### src/rtl/calc_pkg.sv
// Shared types and codes for the calculator sequencer: FSM states, key and ALU op encodings.
package calc_pkg;

    typedef enum logic [2:0] {
        ST_ENTER_A = 3'd0,
        ST_ENTER_B = 3'd1,
        ST_EXEC    = 3'd2,
        ST_SHOW    = 3'd3,
        ST_ERROR   = 3'd4
    } state_e;

    localparam logic [1:0] KEY_DIGIT = 2'b00;
    localparam logic [1:0] KEY_OP    = 2'b01;
    localparam logic [1:0] KEY_EQ    = 2'b10;
    localparam logic [1:0] KEY_CLR   = 2'b11;

    localparam logic [1:0] OP_ADD = 2'b00;
    localparam logic [1:0] OP_SUB = 2'b01;
    localparam logic [1:0] OP_MUL = 2'b10;
    localparam logic [1:0] OP_DIV = 2'b11;

    localparam logic [15:0] ERR_WORD = 16'hFFFF;

    function automatic logic is_bcd_digit(input logic [3:0] v);
        return (v <= 4'd9);
    endfunction

endpackage

### src/rtl/bcd2bin_8bit.sv
// Combinational two-digit BCD to binary converter (00-99 -> 0-99).
module bcd2bin_8bit (
    input  logic [7:0] bcd_i,
    output logic [6:0] bin_o
);
    logic [6:0] tens;

    // tens digit * 10 built as *8 + *2
    assign tens  = ({3'b000, bcd_i[7:4]} << 3) + ({3'b000, bcd_i[7:4]} << 1);
    assign bin_o = tens + {3'b000, bcd_i[3:0]};

endmodule

### src/rtl/calc_seq_ctrl.sv
// Calculator key sequencer driving an external 8-bit ALU and latching its result for display.
// Optional operator chaining from the SHOW state is enabled by defining CALC_CHAIN_EN.
module calc_seq_ctrl
    import calc_pkg::*;
(
    input  logic        clk,
    input  logic        rst_n,
    input  logic        key_valid,
    input  logic [1:0]  key_type,
    input  logic [3:0]  key_val,
    output logic [7:0]  alu_a,
    output logic [7:0]  alu_b,
    output logic [1:0]  alu_op,
    input  logic [15:0] alu_result,
    input  logic        alu_status,
    output logic [15:0] disp_value,
    output logic        disp_err,
    output logic        busy,
    output logic        done,
    output logic [2:0]  dbg_state_o
);
    // Keys are single-cycle strobes with no back-pressure: a key seen while busy is lost.
    state_e      state_q;
    logic        exec_ph_q;
    logic [7:0]  a_q, b_q;
    logic [1:0]  op_q;
    logic [7:0]  alu_a_q, alu_b_q;
    logic [1:0]  alu_op_q;
    logic [15:0] disp_value_q;
    logic        disp_err_q;
    logic        done_q;
    logic [6:0]  a_bin, b_bin;
    logic        digit_ok, op_key, eq_key, clr_key, op_is_muldiv;

    bcd2bin_8bit u_a_conv (.bcd_i(a_q), .bin_o(a_bin));
    bcd2bin_8bit u_b_conv (.bcd_i(b_q), .bin_o(b_bin));

    assign digit_ok     = key_valid && (key_type == KEY_DIGIT) && is_bcd_digit(key_val);
    assign op_key       = key_valid && (key_type == KEY_OP);
    assign eq_key       = key_valid && (key_type == KEY_EQ);
    assign clr_key      = key_valid && (key_type == KEY_CLR);
    assign op_is_muldiv = op_q[1];

    always_ff @(posedge clk) begin
        if (!rst_n) begin
            state_q      <= ST_ENTER_A;
            exec_ph_q    <= 1'b0;
            a_q          <= '0;
            b_q          <= '0;
            op_q         <= OP_ADD;
            alu_a_q      <= '0;
            alu_b_q      <= '0;
            alu_op_q     <= OP_ADD;
            disp_value_q <= '0;
            disp_err_q   <= 1'b0;
            done_q       <= 1'b0;
        end else begin
            done_q <= 1'b0;
            if (clr_key && state_q != ST_EXEC) begin
                state_q      <= ST_ENTER_A;
                a_q          <= '0;
                b_q          <= '0;
                op_q         <= OP_ADD;
                disp_value_q <= '0;
                disp_err_q   <= 1'b0;
            end else begin
                case (state_q)
                    ST_ENTER_A: begin
                        if (digit_ok) begin
                            a_q          <= {a_q[3:0], key_val};
                            disp_value_q <= {8'h00, a_q[3:0], key_val};
                        end else if (op_key) begin
                            op_q         <= key_val[1:0];
                            b_q          <= '0;
                            disp_value_q <= '0;
                            state_q      <= ST_ENTER_B;
                        end
                    end
                    ST_ENTER_B: begin
                        if (digit_ok) begin
                            b_q          <= {b_q[3:0], key_val};
                            disp_value_q <= {8'h00, b_q[3:0], key_val};
                        end else if (op_key) begin
                            op_q <= key_val[1:0];
                        end else if (eq_key) begin
                            exec_ph_q <= 1'b0;
                            state_q   <= ST_EXEC;
                        end
                    end
                    ST_EXEC: begin
                        if (!exec_ph_q) begin
                            // add/sub work on BCD digits, mul/div on true binary magnitudes
                            alu_a_q   <= op_is_muldiv ? {1'b0, a_bin} : a_q;
                            alu_b_q   <= op_is_muldiv ? {1'b0, b_bin} : b_q;
                            alu_op_q  <= op_q;
                            exec_ph_q <= 1'b1;
                        end else begin
                            exec_ph_q <= 1'b0;
                            done_q    <= 1'b1;
                            if (op_is_muldiv && alu_status) begin
                                disp_value_q <= ERR_WORD;
                                disp_err_q   <= 1'b1;
                                state_q      <= ST_ERROR;
                            end else begin
                                disp_value_q <= alu_result;
                                disp_err_q   <= alu_status;
                                state_q      <= ST_SHOW;
                            end
                        end
                    end
                    ST_SHOW: begin
                        if (digit_ok) begin
                            a_q          <= {4'h0, key_val};
                            disp_value_q <= {12'h000, key_val};
                            disp_err_q   <= 1'b0;
                            state_q      <= ST_ENTER_A;
                        end
`ifdef CALC_CHAIN_EN
                        else if (op_key && !disp_err_q && !op_is_muldiv) begin
                            a_q          <= disp_value_q[7:0];
                            op_q         <= key_val[1:0];
                            b_q          <= '0;
                            disp_value_q <= '0;
                            state_q      <= ST_ENTER_B;
                        end
`endif
                    end
                    ST_ERROR: begin
                    end
                    default: state_q <= ST_ENTER_A;
                endcase
            end
        end
    end

    assign alu_a       = alu_a_q;
    assign alu_b       = alu_b_q;
    assign alu_op      = alu_op_q;
    assign disp_value  = disp_value_q;
    assign disp_err    = disp_err_q;
    assign done        = done_q;
    assign busy        = (state_q == ST_EXEC);
    assign dbg_state_o = state_q;

endmodule

### config.mk
export PLATFORM = sky130hd
export DESIGN_NAME = calc_seq_ctrl
export DESIGN_NICKNAME = d
export VERILOG_FILES = /design/src/rtl/calc_pkg.sv /design/src/rtl/bcd2bin_8bit.sv /design/src/rtl/calc_seq_ctrl.sv
export SDC_FILE = /design/constraint.sdc
export NUM_CORES = 1
export LEC_CHECK = 0
export BUFFER_PORTS_ARGS = -buffer_cell sky130_fd_sc_hd__buf_4
export CAP_MARGIN = 10
export CORE_UTILIZATION = 49
export DETAILED_ROUTE_END_ITERATION = 10
export PLACE_DENSITY = 0.77
export SYNTH_ARGS = -nofsm -noshare
export SYNTH_HDL_FRONTEND = slang
export SYNTH_SLANG_ARGS = --single-unit
### constraint.sdc
create_clock -name clk -period 1.9 [get_ports clk]
set_input_delay 0.38 -clock clk [delete_from_list [all_inputs] [get_ports clk]]
set_output_delay 0.38 -clock clk [all_outputs]
set_load 0.02 [all_outputs]
Word level (Yosys, flattened, before mapping)
Cells that the tools add are included.

Bitwise logic cells: 6. Add/sub/neg operators: 4. Equality and inequality tests: 18. Reductions and logical operators: 25. Muxes and demuxes: 35. Order comparisons: 1.

Operators by type and width (count): two-way mux 16 bit (6); case mux 16 bit (4 select lines) (1); two-way mux 8 bit (7); case mux 8 bit (2 select lines) (2); two-way mux 3 bit (8); != test 2 bit (second input constant) (8); case mux 3 bit (5 select lines) (1); adder 7 x 4 -> 7 bit (2); adder 7 x 5 -> 7 bit (2); AND reduction 3 bit (4); AND reduction 5 bit (2); two-way mux 1 bit (8); AND reduction 8 bit (1); nonzero test 2 bit (4); logical AND 1 bit (7); == test 3 x 2 -> 1 bit (second input constant) (2); inverter 1 bit (6); == test 2 bit (second input constant) (2); <= comparator 4 bit (second input constant) (1); case mux 1 bit (2 select lines) (2); AND reduction 4 bit (1); nonzero test 4 bit (1); OR reduction 2 bit (2); == test 3 x 1 -> 1 bit (second input constant) (1); 8 further kinds (8).

Bits in registers: 58. Output and inout port bits: 40. Input port bits: 26. Word-level logic and storage cells: 100.

Depth between registers and ports, before layout
Gate-level depths: netlist of run 1.

Word-level depth: 6. Gate-level depth with buffers: 9. Mapped depth without buffers: 9.

Cells and area by module
A second synthesis of run 1 with hierarchy kept.

Cell total of the unflattened synthesis: 370. Area total of the unflattened synthesis: 3141.8 µm².

By module, submodules not included: calc_seq_ctrl (instances 1, area an instance 2681.3 µm², cells each 316, sequential area each 1161.1 µm²); bcd2bin_8bit (instances 2, area an instance 230.2 µm², cells each 27, sequential area each 0.0 µm²).

Worst setup path after synthesis of run 1
OpenSTA, ideal clock, no wires.

Path kind: register -> register. From: reg a_q[3]. To: reg alu_a_q[5] (netlist: alu_a[5]). Arrival time: 1.969 ns. Buffers on the path: 0. Data required time: 1.830 ns. Clock period less this slack: 2.038 ns. Library setup time: 0.070 ns. Stages on the path, launching flop included: 10. Path slack: -0.138 ns. Cell sequence: dfxtp_1 inv_1 fa_1 inv_1 ha_1 a21o_1 a21oi_1 xnor2_1 mux2i_1 a21oi_1.

Word-level cells in the longest chain between the ends: 2.

Ends and longest elaborated chain: start, declared (RTL line calc_seq_ctrl.sv:25) `logic [7:0] a_q, b_q;`; start signal, assigned (RTL line calc_seq_ctrl.sv:70) `a_q <= {a_q[3:0], key_val};`; start signal, assigned (RTL line calc_seq_ctrl.sv:113) `a_q <= {4'h0, key_val};`; adder 7 x 4 -> 7 bit (RTL line bcd2bin_8bit.sv:10) `assign bin_o = tens + {3'b000, bcd_i[3:0]};`; two-way mux 8 bit (RTL line calc_seq_ctrl.sv:93) `alu_a_q <= op_is_muldiv ? {1'b0, a_bin} : a_q;`; end signal, assigned (RTL line calc_seq_ctrl.sv:93); end, declared (RTL line calc_seq_ctrl.sv:27) `logic [7:0] alu_a_q, alu_b_q;`.

Every way passes these cells. A chain may end at the register's enable or synchronous reset.

Final worst setup path of run 1
From: reg a_q[6]. To: reg alu_a_q[5] (netlist: alu_a[5]).

Word-level cells in the longest chain between the ends: 3.

Ends and longest elaborated chain: adder 7 x 5 -> 7 bit (RTL line bcd2bin_8bit.sv:9) `assign tens = ({3'b000, bcd_i[7:4]} << 3) + ({3'b000, bcd_i[7:4]} << 1);`; adder 7 x 4 -> 7 bit (RTL line bcd2bin_8bit.sv:10); two-way mux 8 bit (RTL line calc_seq_ctrl.sv:93).

Every way passes these cells.

==> metrics.csv, run 1 <==
stage,metric,value,unit
sta,WHS,301,ps
finish,Layout area overhead,35.1,%
routing,drt pass-1 iters,4,
synthesis,count of cell types in the netlist,55,
grt,GR Util met3,8.31,%
routing,initial drt markers,124,
clock_network,htree depth,3,
finish,final core occ,69.1,%
sta,Final TNS setup,-246,ps
synthesis,syn nets,395,
pwr,VDD IR-drop max,0.000428,V
synthesis,"Cell Area, Synth",0.00306,mm2
die,Die X-Extent,81.1,um
die,die area,0.00657,mm2
routing,routed via count,2948,
placement,Buffers on Ports,65,
grt,largest net degree at the start of global routing,29,
clock_network,# clock sinks,58,
routing,Avg Vias per Cell,5.56,
grt,initial antenna violation count,0,
synthesis,Yosys warning count,0,
synthesis,"Top FF cell, synth",dfxtp_1,
placement,"worst slack, placed",-85.3,ps
sta,min Tclk post-route,2000,ps
grt,vias in the first global route,2838,
worst_setup_path,WP data required,2120,ps
finish,fraction of layout cells with a size suffix above 1,35.8,%
grt,met2 Usage GRT,42.1,%
clock_network,cts hold-fix bufs,0,
sta,Tightest Pin Transition,575,ps
grt,first-pass GRT wire length,12800,um
grt,Most Crowded Layer GR,met2,
synthesis,#FFs+latches synth,58,
grt,GRT overflow,0,
clock_network,clock latency on the worst-skew pair,330,ps
routing,WL/cell,15.0,um
sta,Peak Freq,0.499,GHz
clock_network,CTS tree,yes,
routing,Post-Route WL,7930,um
worst_setup_path,crit-path max FO,2,
worst_setup_path,CP Capture Type,register,
synthesis,cells after synthesis,351,
sta,RSZ-0062 raised after global routing,true,
die,Chip Height,81.1,um
flow_run,Max Cap Viol,0,
clock_network,TritonCTS Buffers,9,
routing,ANT nets after route,0,
placement,DPL Wire Length,5750,um
outcome,failing checks,setup timing,
pwr,Lkg Pwr,1.86,nW
finish,Final Instance Count excl. Fillers,530,
clock_network,clk slew on worst S/H paths,60,ps
routing,Remaining DRCs,0,
finish,ant diodes,0,
clock_network,Clock Tree Buf Depth,2,
sta,final setup fails,4,
sta,Clock Skews,6.31,ps
grt,Total Routing Usage GR,26.0,%
synthesis,Post-synth EDFFs,0,
die,# rows,28,
synthesis,"FFs w/ async S/R, synth",0,%
finish,# fillers,481,
finish,Nets,494,
sta,"Slew Viols, Final",0,
sta,post-route setup slack,-103,ps
pwr,PwrDens,612,mW/mm2
synthesis,"Avg Cell Area, Syn",8.73,um2
die,initial core utilization,51.1,%
placement,global placement routability congestion,0.885,
worst_setup_path,Critical Path Start Type,register,
clock_network,clock root cell,clkbuf_8,
synthesis,post-synthesis sequential area ratio,37.9,%
sta,final period utilization,105,%
grt,grt met1 use,31.1,%
outcome,status,"complete, but fails checks",
sta,Slew Limit Headroom,61.7,%
worst_setup_path,WS Path Type,register to register,
worst_setup_path,critical path arrival,2220,ps
hold_path,worst hold path type,input pin to register,
placement,placed cells,506,
sta,endpoints failing hold,0,
die,IO Count,66,
die,core area,0.00599,mm2
-- layer usage --
layer	vias up	share of wire (%)	routed length, um
met2	103	48	3800
met1	1377	44	3450
met5	-	0	0
met4	0	2.1	165
li1	1448	-	-
met3	20	6.5	514
-- critical path, cell delays in order (launching register included) --
cell and delay [ps]:
dfxtp_2 330, inv_2 40, fa_1 570, inv_1 50
ha_1 280, a21o_1 160, a21oi_2 120, xnor2_1 90
mux2i_1 160, a21oi_1 80
-- synth_stat cells, drive strengths merged, types with 2 or more instances --
library cell	count	area share [%]
or3	3	0.78
o21a	2	0.49
nor2	21	2.6
a22o	8	2.3
nor2b	5	1.0
o211ai	14	3.4
clkbuf	16	2.0
a211oi	4	0.98
a21oi	29	4.9
mux2i	9	2.9
dfxtp	58	38
o2111ai	2	0.57
a21o	2	0.49
o21bai	2	0.49
nor3	9	1.6
inv	16	2.0
nand2	50	6.3
nor4	3	0.82
buf	11	2.5
ha	14	5.7
a22oi	5	1.2
o211a	7	2.3
xnor2	4	1.1
a31oi	3	0.61
nand2b	3	0.61
or4	2	0.53
o21ai	18	2.9
nand3b	5	1.2
a21boi	8	2.0
fa	4	2.6
-- flip-flops by register name (all words and copies together), names as in the netlist --
register	count
disp_value	16
a_q	8
alu_a	8
alu_op	2
exec_ph_q	1
done	1
alu_b	8
dbg_state_o	3
disp_err	1
op_q	2
b_q	8
-- final timing paths --
check	from	end	slack, ps	cells past startpoint
hold reg to reg	disp_value[12]$_SDFFE_PP0P_	disp_value[12]$_SDFFE_PP0P_	450	2
setup / recovery	a_q[6]$_SDFFE_PP0P_	alu_a[5]$_SDFFE_PN0P_	-100	9
hold / removal	key_val[0]	b_q[0]$_SDFFE_PP0P_	300	2
setup reg to reg	a_q[6]$_SDFFE_PP0P_	alu_a[5]$_SDFFE_PN0P_	-100	9
-- cell families after synthesis --
group	synth area share (%)
mux	2.94
buf+inv	6.45
simple gates	17.9
xor+xnor	1.14
fa+ha+maj	8.33
compound gates	25.4
flops	37.9
-- cell usage in the layout (no fill, tap or decap), drive strengths merged, types with 5 or more instances in the layout --
cell and count:
nand2 50, nor2 21, nand3b 5, a22o 8, dfxtp 58, a22oi 5
o211a 7, clkbuf 14, nor2b 5, a21oi 29, o211ai 14, mux2i 9
inv 16, ha 14, nor3 9, o21ai 18, a21boi 8, buf 115
-- final cells by class --
type | instances | area (um2) | share of cell area (%)
clock buffer | 14 | 173 | 4.17
timing repair buffer | 115 | 883 | 21.3
tap | 75 | 93.8 | 2.27
inverter | 16 | 60.1 | 1.45
sequential | 58 | 1170 | 28.3
multi-input combinational | 250 | 1750 | 42.2
clock inverter | 2 | 10.0 | 0.242
-- where the power goes --
| part | leakage [nW] | internal (mW) | total, mW | switching (mW) |
|---|---|---|---|---|
| registers | 0.472 | 1.23 | 1.24 | 0.0118 |
| logic | 1.29 | 0.114 | 0.250 | 0.135 |
| clock network | 0.0965 | 0.577 | 1.04 | 0.464 |
-- metrics by stage --
step | power [mW] | instance area [um2]
detailed placement | 1.51 | 3860
floorplan | 1.40 | 3080
global route | 2.63 | 4140
finish | 2.53 | 4140
global placement | 1.51 | 3860
CTS | 2.55 | 4060
-- timing repair --
item,4_1_cts,5_1_grt
endpoints found under the hold margin,0,0
pin swaps,0,1
endpoints found under the setup margin,5,24
resized for setup,7,8
buffers inserted,1,7
No activity file was read; power rests on OpenSTA's default activity.
==> run 2, diff against run 1 <==
- SYNTH_HIERARCHICAL: default -> 1
==> metrics.csv, run 2 <==
stage,metric,value,unit,change
synthesis,#FFs+latches synth,58,,unchanged
pwr,Flop pwr share,45.8,%,-3.2 points
synthesis,Area contributors post-synth,"dfxtp_1 (37%), nand2_1 (6.1%), ha_1 (5.6%), a21oi_1 (4.5%), o211a_1 (4.5%)",,
clock_network,htree depth,3,,unchanged
grt,vias in the first global route,2801,,-1.3%
worst_setup_path,Reg-to-Reg Start,b_q[6]$_SDFFE_PP0P_,,
routing,Post-Route WL,7930,um,about the same
pwr,Lkg Pwr,1.98,nW,+6.4%
finish,final core occ,70.0,%,+0.94 points
clock_network,Clock Tree Buf Depth,2,,unchanged
clock_network,TritonCTS Buffers,9,,unchanged
synthesis,post-synthesis sequential area ratio,37.0,%,-0.95 points
synthesis,Synth top cells by count,"dfxtp_1 (58), nand2_1 (51), nor2_1 (36)",,
clock_network,clock latency on the worst-skew pair,340,ps,about the same
die,initial core utilization,51.8,%,+0.71 points
sta,Tightest Pin Transition,604,ps,+29.8 ps
sta,Clock Skews,7.50,ps,+1.20 ps
worst_setup_path,Critical Path Start Type,register,,
outcome,failing checks,setup timing,,
pwr,P_sw,0.655,mW,+7.3%
pwr,Int Pwr,2.07,mW,+7.8%
sta,WHS,333,ps,+31.8 ps
grt,largest net degree at the start of global routing,38,,+31%
synthesis,Post-synth EDFFs,0,,unchanged
grt,first-pass GRT wire length,12800,um,-0.43%
worst_setup_path,reg2reg path depth,10,,+1
grt,GRT overflow,0,,unchanged
sta,Final TNS setup,-955,ps,-709 ps
synthesis,"FFs w/ async S/R, synth",0,%,unchanged
finish,fraction of layout cells with a size suffix above 1,35.0,%,-0.79 points
worst_setup_path,critical path capture point,alu_b[5]$_SDFFE_PN0P_,,
synthesis,cells after synthesis,370,,+5.4%
synthesis,"Avg Cell Area, Syn",8.49,um2,-2.7%
placement,placed cell area,0.00399,mm2,+3.5%
hold_path,worst hold path type,input pin to register,,
routing,initial drt markers,95,,-23%
synthesis,Yosys warning count,6,,+6
worst_setup_path,WS Path Type,register to register,,
routing,Remaining DRCs,0,,unchanged
pwr,sw frac,24.0,%,-0.079 points
finish,Layout area overhead,35.0,%,about the same
routing,Avg Vias per Cell,5.46,,-1.8%
placement,global placement routability congestion,0.874,,-1.3%
die,die area,0.00674,mm2,+2.5%
die,Chip Height,82.1,um,+1.3%
sta,min Tclk post-route,2150,ps,+143 ps
synthesis,area share of the largest cell type after synthesis,37.0,%,-0.95 points
worst_setup_path,reg2reg end,alu_b[5]$_SDFFE_PN0P_,,
worst_setup_path,WP data required,2130,ps,about the same
worst_setup_path,critical path arrival,2380,ps,+160 ps
die,# rows,28,,unchanged
placement,"worst slack, placed",-221,ps,-136 ps
outcome,status,"complete, but fails checks",,
sta,Peak Freq,0.466,GHz,-6.7%
grt,initial antenna violation count,0,,unchanged
pwr,power share of the clock group,43.7,%,+2.6 points
synthesis,largest area contributor in the netlist,dfxtp_1,,
finish,"most common cell after layout, fill and taps aside",buf_4,,
finish,Nets,511,,+3.4%
placement,Buffers on Ports,65,,unchanged
clock_network,clk slew on worst S/H paths,70,ps,about the same
clock_network,clock root cell,clkbuf_8,,
synthesis,"Top FF cell, synth",dfxtp_1,,
placement,DPL Wire Length,5850,um,+1.7%
pwr,PwrDens,643,mW/mm2,+5.0%
die,IO Count,66,,unchanged
routing,drt pass-1 iters,4,,unchanged
placement,placed cells,530,,+4.7%
worst_setup_path,crit path from,b_q[6]$_SDFFE_PP0P_,,
pwr,VDD IR-drop max,0.000528,V,+23%
synthesis,syn nets,414,,+4.8%
grt,Total Routing Usage GR,25.3,%,-0.75 points
sta,post-route setup slack,-246,ps,-143 ps
finish,max FFs per register,16,,unchanged
finish,most frequent cells in the layout,"buf_4 (108), dfxtp_1 (52), nand2_1 (51), nor2_1 (35), a21oi_1 (28)",,
clock_network,cts hold-fix bufs,0,,unchanged
sta,final period utilization,113,%,+7.5 points
worst_setup_path,CP Capture Type,register,,
die,Die X-Extent,82.1,um,+1.3%
synthesis,"Cell Area, Synth",0.00314,mm2,+2.6%
clock_network,CTS tree,yes,,
finish,Final Instance Count excl. Fillers,546,,+3.0%
sta,final setup fails,7,,+3
sta,Slew Limit Headroom,59.4,%,-2.3 points
clock_network,# clock sinks,58,,unchanged
finish,ant diodes,0,,unchanged
pwr,Logic pwr share,10.5,%,+0.6 points
sta,"Slew Viols, Final",0,,unchanged
sta,RSZ-0062 raised after global routing,true,,
worst_setup_path,reg2reg setup slack,-250,ps,-140 ps
sta,endpoints failing hold,0,,unchanged
pwr,Overall Power,2.73,mW,+7.7%
routing,ANT nets after route,0,,unchanged
synthesis,cell with the most instances after synthesis,dfxtp_1,,
routing,routed via count,2981,,+1.1%
routing,WL/cell,14.5,um,-2.9%
die,core area,0.00606,mm2,+1.2%
flow_run,Max Cap Viol,0,,unchanged
finish,design area,0.00424,mm2,+2.5%
worst_setup_path,crit-path max FO,2,,unchanged
synthesis,count of cell types in the netlist,47,,-15%
run 2: cell count changes in the layout (fill, tap and decap cells not counted), sizes merged, moves of 7 or more:
| cell | previous run | this run |
|---|---|---|
| o211a | 7 | 14 |
| a22o | 8 | 0 |
| a22oi | 5 | 12 |
| nor2 | 21 | 36 |
run 2: timing repair:
item	in CTS	in global routing
pin swaps	7	6
resized for setup	6	6
setup buffers	0	1
endpoints found under the setup margin	7	9
run 2: area by class of cell:
| class | count | area (um2) |
|---|---|---|
| Timing Repair Buffer | 112 | 865 |
| Clock inverter | 2 | 35.0 |
| Sequential cell | 58 | 1170 |
| Inverter | 20 | 75.1 |
| Tap cell | 75 | 93.8 |
| Clock buffer | 13 | 169 |
| Multi-Input combinational cell | 266 | 1840 |
| Fill cell | 485 | 1820 |
run 2: kinds of logic after synthesis:
family / Yosys count / share of synthesized area (%)
adders and majority gates: 18 / 8.12
muxes: 13 / 4.14
xor gates and xnor gates: 6 / 1.67
and+or+nand+nor: 122 / 18.4
DFF: 58 / 37.0
AOI/OAI and AO/OA: 107 / 24.0
buffers and inverters: 46 / 6.69
run 2: worst max-delay path, cell delays in order, from the launching register on:
cell and delay (ps):
dfxtp_2 340, inv_2 40, fa_2 590, inv_1 60, ha_1 270, a21o_1 170, a21oi_2 140, xnor2_1 70
mux2i_1 130, nand2_1 70, o211a_1 130
run 2: how the worst min path moves through the flow:
stage	slack (ps)	cells past startpoint	startpoint	end
3_3_place_gp	440	2	disp_value[9]$_SDFFE_PP0P_	disp_value[9]$_SDFFE_PP0P_
2_1_floorplan	440	2	op_q[0]$_SDFFE_PP0P_	op_q[0]$_SDFFE_PP0P_
6_report	330	3	key_val[0]	op_q[0]$_SDFFE_PP0P_
5_1_grt	340	3	key_val[0]	b_q[0]$_SDFFE_PP0P_
3_5_place_dp	450	2	disp_value[14]$_SDFFE_PP0P_	disp_value[14]$_SDFFE_PP0P_
4_1_cts	320	3	key_val[0]	a_q[0]$_SDFFE_PP0P_
run 2: per-layer routing:
metal | up-vias | share of wire (%) | global-route usage, %
li1 | 1489 | - | -
met1 | 1393 | 43 | 28.7
met2 | 87 | 51 | 45.3
met3 | 12 | 5.6 | 7.67
met4 | 0 | 1.1 | 7.02
met5 | - | 0 | 0
run 2: power groups by stage:
stage	registers (mW)	clock network [mW]	logic, mW
3_3_place_gp	1.27	0	0.280
2_1_floorplan	1.29	0	0.136
4_1_cts	1.25	1.21	0.286
6_report	1.25	1.19	0.286
5_1_grt	1.25	1.27	0.312
3_5_place_dp	1.28	0	0.285
